## src/rtl/ecc_codeword_deserializer.sv

```systemverilog
// Bit-serial to parallel codeword assembler feeding the ECC decoder, with a one-entry output buffer.
// Optional mid-frame idle timeout is enabled by defining FRAME_TIMEOUT_EN.
module ecc_codeword_deserializer #(
  parameter int CODEWORD_WIDTH = 26,
  parameter int CNT_WIDTH      = 16,
  parameter int TIMEOUT_CYCLES = 64
) (
  input  logic                      clk,
  input  logic                      rst_n,
  input  logic                      rx_valid,
  input  logic                      rx_bit,
  input  logic                      rx_sof,
  output logic                      cw_valid,
  input  logic                      cw_ready,
  output logic [CODEWORD_WIDTH-1:0] cw_data,
  output logic                      framing_error,
  output logic                      timeout_error,
  output logic                      overrun,
  output logic [CNT_WIDTH-1:0]      frame_count,
  output logic [CNT_WIDTH-1:0]      overrun_count,
  input  logic                      clear_stats
);

  localparam int BW = (CODEWORD_WIDTH > 2) ? $clog2(CODEWORD_WIDTH) : 1;
  localparam logic [BW-1:0] LAST_BIT = BW'(CODEWORD_WIDTH - 1);

  typedef enum logic {IDLE, SHIFT} state_t;

  state_t                    state_q, state_d;
  logic [BW-1:0]             bit_cnt_q, bit_cnt_d;
  logic [CODEWORD_WIDTH-1:0] shift_q, shift_d;
  logic [CODEWORD_WIDTH-1:0] full_frame;
  logic                      frame_done;
  logic                      cw_valid_q, cw_valid_d;
  logic [CODEWORD_WIDTH-1:0] cw_data_q, cw_data_d;
  logic                      framing_error_q, framing_error_d;
  logic                      overrun_q, overrun_d;
  logic [CNT_WIDTH-1:0]      frame_count_q, frame_count_d;
  logic [CNT_WIDTH-1:0]      overrun_count_q, overrun_count_d;
  logic                      pop, load, drop;

`ifdef FRAME_TIMEOUT_EN
  localparam int IW = $clog2(TIMEOUT_CYCLES + 1);
  logic [IW-1:0] idle_cnt_q, idle_cnt_d;
  logic          timeout_error_q, timeout_error_d;
`endif

  always_comb begin
    state_d         = state_q;
    bit_cnt_d       = bit_cnt_q;
    shift_d         = shift_q;
    frame_done      = 1'b0;
    framing_error_d = 1'b0;
    full_frame      = shift_q;
    full_frame[CODEWORD_WIDTH-1] = rx_bit;
`ifdef FRAME_TIMEOUT_EN
    idle_cnt_d      = '0;
    timeout_error_d = 1'b0;
`endif
    case (state_q)
      IDLE: begin
        if (rx_valid && rx_sof) begin
          shift_d[0] = rx_bit;
          bit_cnt_d  = BW'(1);
          state_d    = SHIFT;
        end
      end
      SHIFT: begin
        if (rx_valid && rx_sof) begin
          // A new start-of-frame abandons the partial frame and begins again
          framing_error_d = 1'b1;
          shift_d[0]      = rx_bit;
          bit_cnt_d       = BW'(1);
        end else if (rx_valid) begin
          if (bit_cnt_q == LAST_BIT) begin
            frame_done = 1'b1;
            shift_d    = full_frame;
            bit_cnt_d  = '0;
            state_d    = IDLE;
          end else begin
            shift_d[bit_cnt_q] = rx_bit;
            bit_cnt_d          = bit_cnt_q + BW'(1);
          end
        end else begin
`ifdef FRAME_TIMEOUT_EN
          if (idle_cnt_q == IW'(TIMEOUT_CYCLES - 1)) begin
            timeout_error_d = 1'b1;
            bit_cnt_d       = '0;
            state_d         = IDLE;
          end else begin
            idle_cnt_d = idle_cnt_q + IW'(1);
          end
`endif
        end
      end
      default: state_d = IDLE;
    endcase
  end

  // The buffer may reload in the same cycle it is popped so streaming has no bubble
  always_comb begin
    pop  = cw_valid_q & cw_ready;
    load = frame_done & (~cw_valid_q | cw_ready);
    drop = frame_done & cw_valid_q & ~cw_ready;

    cw_valid_d = load | (cw_valid_q & ~pop);
    cw_data_d  = load ? full_frame : cw_data_q;

    frame_count_d   = frame_count_q;
    overrun_d       = overrun_q;
    overrun_count_d = overrun_count_q;
    if (clear_stats) begin
      frame_count_d   = '0;
      overrun_d       = 1'b0;
      overrun_count_d = '0;
    end else begin
      if (load) frame_count_d = frame_count_q + CNT_WIDTH'(1);
      if (drop) begin
        overrun_d = 1'b1;
        if (overrun_count_q != '1) overrun_count_d = overrun_count_q + CNT_WIDTH'(1);
      end
    end
  end

  always_ff @(posedge clk or negedge rst_n) begin
    if (!rst_n) begin
      state_q         <= IDLE;
      bit_cnt_q       <= '0;
      shift_q         <= '0;
      cw_valid_q      <= 1'b0;
      cw_data_q       <= '0;
      framing_error_q <= 1'b0;
      overrun_q       <= 1'b0;
      frame_count_q   <= '0;
      overrun_count_q <= '0;
    end else begin
      state_q         <= state_d;
      bit_cnt_q       <= bit_cnt_d;
      shift_q         <= shift_d;
      cw_valid_q      <= cw_valid_d;
      cw_data_q       <= cw_data_d;
      framing_error_q <= framing_error_d;
      overrun_q       <= overrun_d;
      frame_count_q   <= frame_count_d;
      overrun_count_q <= overrun_count_d;
    end
  end

`ifdef FRAME_TIMEOUT_EN
  always_ff @(posedge clk or negedge rst_n) begin
    if (!rst_n) begin
      idle_cnt_q      <= '0;
      timeout_error_q <= 1'b0;
    end else begin
      idle_cnt_q      <= idle_cnt_d;
      timeout_error_q <= timeout_error_d;
    end
  end
  assign timeout_error = timeout_error_q;
`else
  assign timeout_error = 1'b0;
`endif

  assign cw_valid      = cw_valid_q;
  assign cw_data       = cw_data_q;
  assign framing_error = framing_error_q;
  assign overrun       = overrun_q;
  assign frame_count   = frame_count_q;
  assign overrun_count = overrun_count_q;

endmodule

```

## config.mk

```make
export PLATFORM = sky130hd
export DESIGN_NAME = ecc_codeword_deserializer
export DESIGN_NICKNAME = d
export VERILOG_FILES = /design/src/rtl/ecc_codeword_deserializer.sv
export SDC_FILE = /design/constraint.sdc
export NUM_CORES = 1
export LEC_CHECK = 0
export ABC_AREA = 0
export BUFFER_PORTS_ARGS = -buffer_cell sky130_fd_sc_hd__buf_2
export CAP_MARGIN = 40
export CORE_MARGIN = 2
export CORE_UTILIZATION = 60
export CTS_CLUSTER_SIZE = 28
export DETAILED_ROUTE_END_ITERATION = 12
export PLACE_DENSITY = 0.84
export SLEW_MARGIN = 20
export SYNTH_ARGS = -nofsm -noshare
export SYNTH_HDL_FRONTEND = slang
export SYNTH_SLANG_ARGS = --single-unit
```

## constraint.sdc

```tcl
create_clock -name clk -period 7.32 [get_ports clk]
set_input_delay 1.098 -clock clk [delete_from_list [all_inputs] [get_ports clk]]
set_output_delay 1.098 -clock clk [all_outputs]
set_load 0.02 [all_outputs]
```

==> impl_metrics.tcl, run 1 <==
set metrics [dict create \
    die_w_um 89.4 \
    grt_pass1_wl_um 15600 \
    grt_max_degree 61 \
    cts-root-buf "clkbuf_8" \
    io_pins 69 \
    grt_remaining_overflow 0 \
    cts_buffers 9 \
    cts_tree "done" \
    clock_path_buffers 2 \
    hold_start "shift_q[19]" \
    final_nets 520 \
    fmax_ghz 0.370 \
    cp_cell_sequence "inv_1 > ha_1 > nand4b_4 > or4_1 > nor4_1 > mux2_2" \
    ys_types 41 \
    drive_gt1_share_pct 24.2 \
    dp.cells 595 \
    finalCritPeriodShare_pct 37.0 \
    antenna_found_initial 0 \
    worstPathRequired_ps 7560 \
    pre_cts_ws_ps 4370 \
    dpl.hpwl_um 6280 \
    r2r_end "overrun_count[10]" \
    most-common-layout-cells "nand2_1 (115), dfrtp_1 (92), buf_2 (66)" \
    cp-start-kind "flop" \
    whs_ps 472 \
    yosysWarnings 0 \
    setup_violations 0 \
    cts-hold-fix-buffers 0 \
    relSlewSlack_pct 49.3 \
    port-buffer-count 67 \
    drt-initial-drc-count 276 \
    dr.pass1.iters 5 \
    rsz0062_at_grt "no" \
    endpoint "overrun_count[10]" \
    finalMaxSlewViolations 0 \
    rows 31 \
    area_delta_synth_final_pct 12.7 \
    r2r-start "bit_cnt_q[1]" \
    wl_per_cell_um 14.9 \
    crit_type "flop to flop" \
    vias 3536 \
    synth-seq-area-share_pct 52.6 \
    total_power_w 0.000902 \
    cap_violations 0 \
    cts_setup_buffers 0 \
    crit_path_end_kind "flop" \
    viasPerCell 5.79 \
    critPathLaunch "bit_cnt_q[1]" \
    p_leak_nw 2.48 \
    syn_inst 452 \
    fin_tns_setup_ps 0 \
    diodes 0 \
    cts_resized 0 \
    hold_viol 0 \
    rrSetupSlack_ps 4610 \
    ys.flop_type "dfrtp_1" \
    clk_latency_ps 350 \
    fin_crit_ps 2710 \
    h-tree-depth 3 \
    core_area_um2 7140 \
    status "completed" \
    clock_skew_ps 10.5 \
    cts.clk_slew.worst_paths_ps 90 \
    wirelength_um 9130 \
    ant_nets 0 \
    worst_slack_ps 4610 \
    final_common_cell "nand2_1" \
    grt_usage_pct 25.2 \
    grt_pass1_vias 3337 \
    tightest_slew_ps 760 \
    initial_utilization_pct 61.3 \
    cp_slowest_cell "or4_1" \
    ir_drop_mv 0.158 \
    reg2reg_depth 6 \
    die-area_um2 7990 \
    syn_avg_cell_area_um2 9.68 \
    final_cells 611 \
    crit_fanout 17 \
    p_per_area_nw_per_um2 183 \
    hold_class "flop to flop" \
    fp.dieH_um 89.4 \
    clock-sinks 92 \
    synth-edff-count 0 \
    async_flop_share_pct 100 \
    ys_seq_elements 92 \
    finalWeightedCongestion 0.836 \
    drcViolationCount 0 \
    critPathMaxStageDelay_ps 710 \
    crit_arrival_ps 2940 \
    syn-cell-area_um2 4380 \
    synth_fp_nets 465 \
]
-- worst min-delay path by stage --
stage               cells after the start  slack [ps]     endpoint
finish                                  2         470  cw_data[19]
floorplan                               2         430   cw_data[0]
global route                            2         490   cw_data[1]
global placement                        2         450   cw_data[2]
CTS                                     2         470  cw_data[19]
detailed placement                      2         450   cw_data[7]
-- synthesized netlist by cell type, types with 2 or more instances --
master / number / area [µm²]
nor2b_1: 4 / 25.0
or3_1: 6 / 37.5
buf_4: 2 / 15.0
nand2_1: 115 / 432
or3b_2: 2 / 17.5
nor3_1: 5 / 25.0
nand4_1: 7 / 43.8
nor2_1: 15 / 56.3
dfrtp_1: 92 / 2300
a31oi_1: 2 / 12.5
clkbuf_1: 20 / 75.1
and4b_1: 2 / 20.0
buf_2: 4 / 20.0
ha_1: 6 / 75.1
and3b_1: 3 / 26.3
mux2_2: 31 / 349
or4_1: 17 / 128
and3_1: 8 / 50.1
nor4_1: 9 / 56.3
o21ai_0: 16 / 80.1
inv_1: 11 / 41.3
o31ai_1: 13 / 97.6
nand3_1: 18 / 90.1
a21oi_1: 24 / 120
nor3b_1: 3 / 22.5
xnor2_1: 2 / 17.5
-- sequential cells by signal, summed over array words and instances, names as in the netlist --
| name | cells |
|---|---|
| cw_data | 26 |
| shift_q | 25 |
| frame_count | 16 |
| overrun_count | 16 |
| bit_cnt_q | 5 |
| cw_valid | 1 |
| framing_error | 1 |
| overrun | 1 |
| state_q | 1 |
-- power by group --
| part | internal, W | total [W] | leakage [nW] | switching [W] |
|---|---|---|---|---|
| Clock | 0.000122 | 0.000296 | 0.0929 | 0.000174 |
| Sequential | 0.000527 | 0.000542 | 1.27 | 0.0000144 |
| Combinational | 0.0000268 | 0.0000647 | 1.12 | 0.0000380 |
-- per-layer routing --
| layer | vias up | GRT usage [%] | routed length [µm] |
|---|---|---|---|
| li1 | 1689 | - | - |
| met1 | 1705 | 33.7 | 4000 |
| met2 | 129 | 42.2 | 4520 |
| met3 | 13 | 4.71 | 520 |
| met4 | 0 | 7.73 | 88 |
| met5 | - | 0 | 0 |
-- metrics by stage --
step,area (µm²),util (%)
2_1_floorplan,4380,-
3_3_place_gp,4760,66.7
3_5_place_dp,4760,66.7
4_1_cts,4930,69.1
5_1_grt,4930,69.1
6_report,4930,69.1
-- layout make-up --
cell class              instances  area [µm²]
inverters                      11        41.3
repair buffers                 71         368
multi-input cells             322        1930
well taps                      99         124
clock buffers                   9         124
fillers                       605        2210
clock inverters                 7        42.5
flip-flops and latches         92        2300
-- logic make-up (layout without fill, tap and decap cells) --
| family | Yosys count | count (layout) | share of synthesized area (%) |
|---|---|---|---|
| simple gates | 220 | 220 | 25.3 |
| flops | 92 | 92 | 52.6 |
| compound gates | 61 | 61 | 8.18 |
| buf+inv | 38 | 98 | 3.57 |
| mux | 31 | 31 | 7.98 |
| fa+ha+maj | 6 | 6 | 1.72 |
| xor+xnor | 3 | 3 | 0.601 |
| other cells | 1 | 1 | 0.0857 |
-- worst max-delay path: cells and delay by family, from the launching register on --
family	cells	cell delay, ps
flops	1	430
fa+ha+maj	1	300
simple gates	3	1350
mux	1	370
buf+inv	1	140
No activity file was read; power rests on OpenSTA's default activity.
==> run 2: changes to the inputs <==
Settings changed: CORE_UTILIZATION 60 to 56, PLACE_DENSITY 0.84 to 0.79.
Clock period 7.32 ns to 2.5 ns, I/O delays scaled along.
==> impl_metrics.tcl, run 2 (synthesis gave the netlist of run 1 again) <==
set metrics [dict create \
    status "completed" \
    relSlewSlack_pct 54.2 \
    cts_buffers 9 \
    total_power_w 0.00272 \
    cts_setup_buffers 0 \
    final_nets 527 \
    grt_pass1_wl_um 16500 \
    worstPathRequired_ps 2760 \
    crit_family "simple AND/OR/NAND/NOR gates" \
    clock_skew_ps 7.07 \
    clock-sinks 92 \
    most-common-layout-cells "nand2_1 (115), dfrtp_1 (92), buf_2 (66)" \
    r2r_end "frame_count[13]" \
    drt-initial-drc-count 201 \
    fin_crit_ps 2390 \
    area_delta_synth_final_pct 15.0 \
    ant_nets 0 \
    fmax_ghz 0.418 \
    grt_max_degree 48 \
    hold_viol 0 \
    largest_register_ff_count 26 \
    worst-path-stages 7 \
    clock_path_buffers 2 \
    finalCritPeriodShare_pct 95.8 \
    place_area_um2 4830 \
    p_per_area_nw_per_um2 541 \
    rows 32 \
    cts-root-buf "clkbuf_8" \
    ir_drop_mv 0.327 \
    crit_buf_inv 2 \
    tightest_slew_ps 688 \
    grt_remaining_overflow 0 \
    final_common_cell "nand2_1" \
    clk_latency_ps 340 \
    postLayoutCoreUtil_pct 65.8 \
    drcViolationCount 0 \
    reg2reg_depth 7 \
    wl_met3_um 455 \
    cp-start-kind "flop" \
    die_w_um 92.4 \
    rsz0062_at_grt "no" \
    viasPerCell 5.77 \
    grt_usage_pct 23.8 \
    grt_pass1_vias 3484 \
    critPathLaunch "bit_cnt_q[1]" \
    vias 3570 \
    core_area_um2 7650 \
    crit_path_end_kind "flop" \
    hold_class "primary input to async pin" \
    cts_tree "done" \
    port-buffer-count 67 \
    diodes 0 \
    highest_layer "met4" \
    initial_utilization_pct 57.2 \
    die-area_um2 8540 \
    p_leak_nw 2.52 \
    io_pins 69 \
    cap_violations 0 \
    dpl.hpwl_um 6500 \
    drive_gt1_share_pct 25.5 \
    antenna_found_initial 0 \
    wl_met1_um 4250 \
    dr.pass1.iters 4 \
    h-tree-depth 3 \
    setup_violations 0 \
    crit_fanout 15 \
    crit_arrival_ps 2650 \
    fp.dieH_um 92.4 \
    cts.clk_slew.worst_paths_ps 80 \
    wl_per_cell_um 15.4 \
    rrSetupSlack_ps 110 \
    finalMaxSlewViolations 0 \
    wirelength_um 9530 \
    cp_slowest_cell "or4_4" \
    postLayoutCellArea_um2 5030 \
    finalWeightedCongestion 0.885 \
    r2r-start "bit_cnt_q[1]" \
    critPathMaxStageDelay_ps 570 \
    met2WireLength_um 4660 \
    crit_type "flop to flop" \
    cp_cell_sequence "inv_1 > ha_4 > nand4b_4 > buf_4 > or4_4 > or4_1 > a21oi_1" \
]
==> run 2: cell types whose count changed in the layout (fill, tap and decap cells not counted), sizes merged <==
cell    change
buf         +7
bufinv      +1
clkbuf      +2
clkinv      -4
inv         -1
==> run 2: report_power, final <==
part / switching (W) / internal (W) / total, W
Combinational: 0.000124 / 0.0000883 / 0.000213
Sequential: 0.0000390 / 0.00154 / 0.00158
Clock: 0.000476 / 0.000450 / 0.000926
==> run 2: repair_timing <==
item                                    CTS  global route
endpoints found under the setup margin    4             9
resized for setup                         2             4
hold buffers                              0             0
==> run 2: how the worst max path moves through the flow <==
stage | slack (ps) | endpoint
detailed placement | -20 | frame_count[13]
global placement | 130 | frame_count[13]
global route | 20 | frame_count[13]
finish | 110 | frame_count[13]
floorplan | 210 | overrun_count[10]
CTS | 30 | overrun_count[12]
==> run 2: per-layer routing <==
metal | GRT usage [%] | vias up
li1 | - | 1701
met1 | 32.1 | 1761
met2 | 38.3 | 90
met3 | 4.23 | 18
met4 | 9.83 | 0
met5 | 0 | -
==> run 2: final cells by class <==
class                      instances  area (µm²)
inverter                          11        41.3
tap                              102         128
clock inverter                     3        40.0
multi-input combinational        322        1960
clock buffer                      11         131
timing repair buffer              78         433
sequential                        92        2300
fill                             635        2610
==> run 2: stage by stage <==
stage	setup slack, ps	TNS (ps)	cells	hold WS [ps]
final	106	0	619	43.2
after detailed placement	-22.0	-22.0	605	437
after CTS	32.8	0	619	56.0
after global placement	134	0	605	430
after floorplan	212	0	452	79.4
after global routing	20.3	0	619	77.9
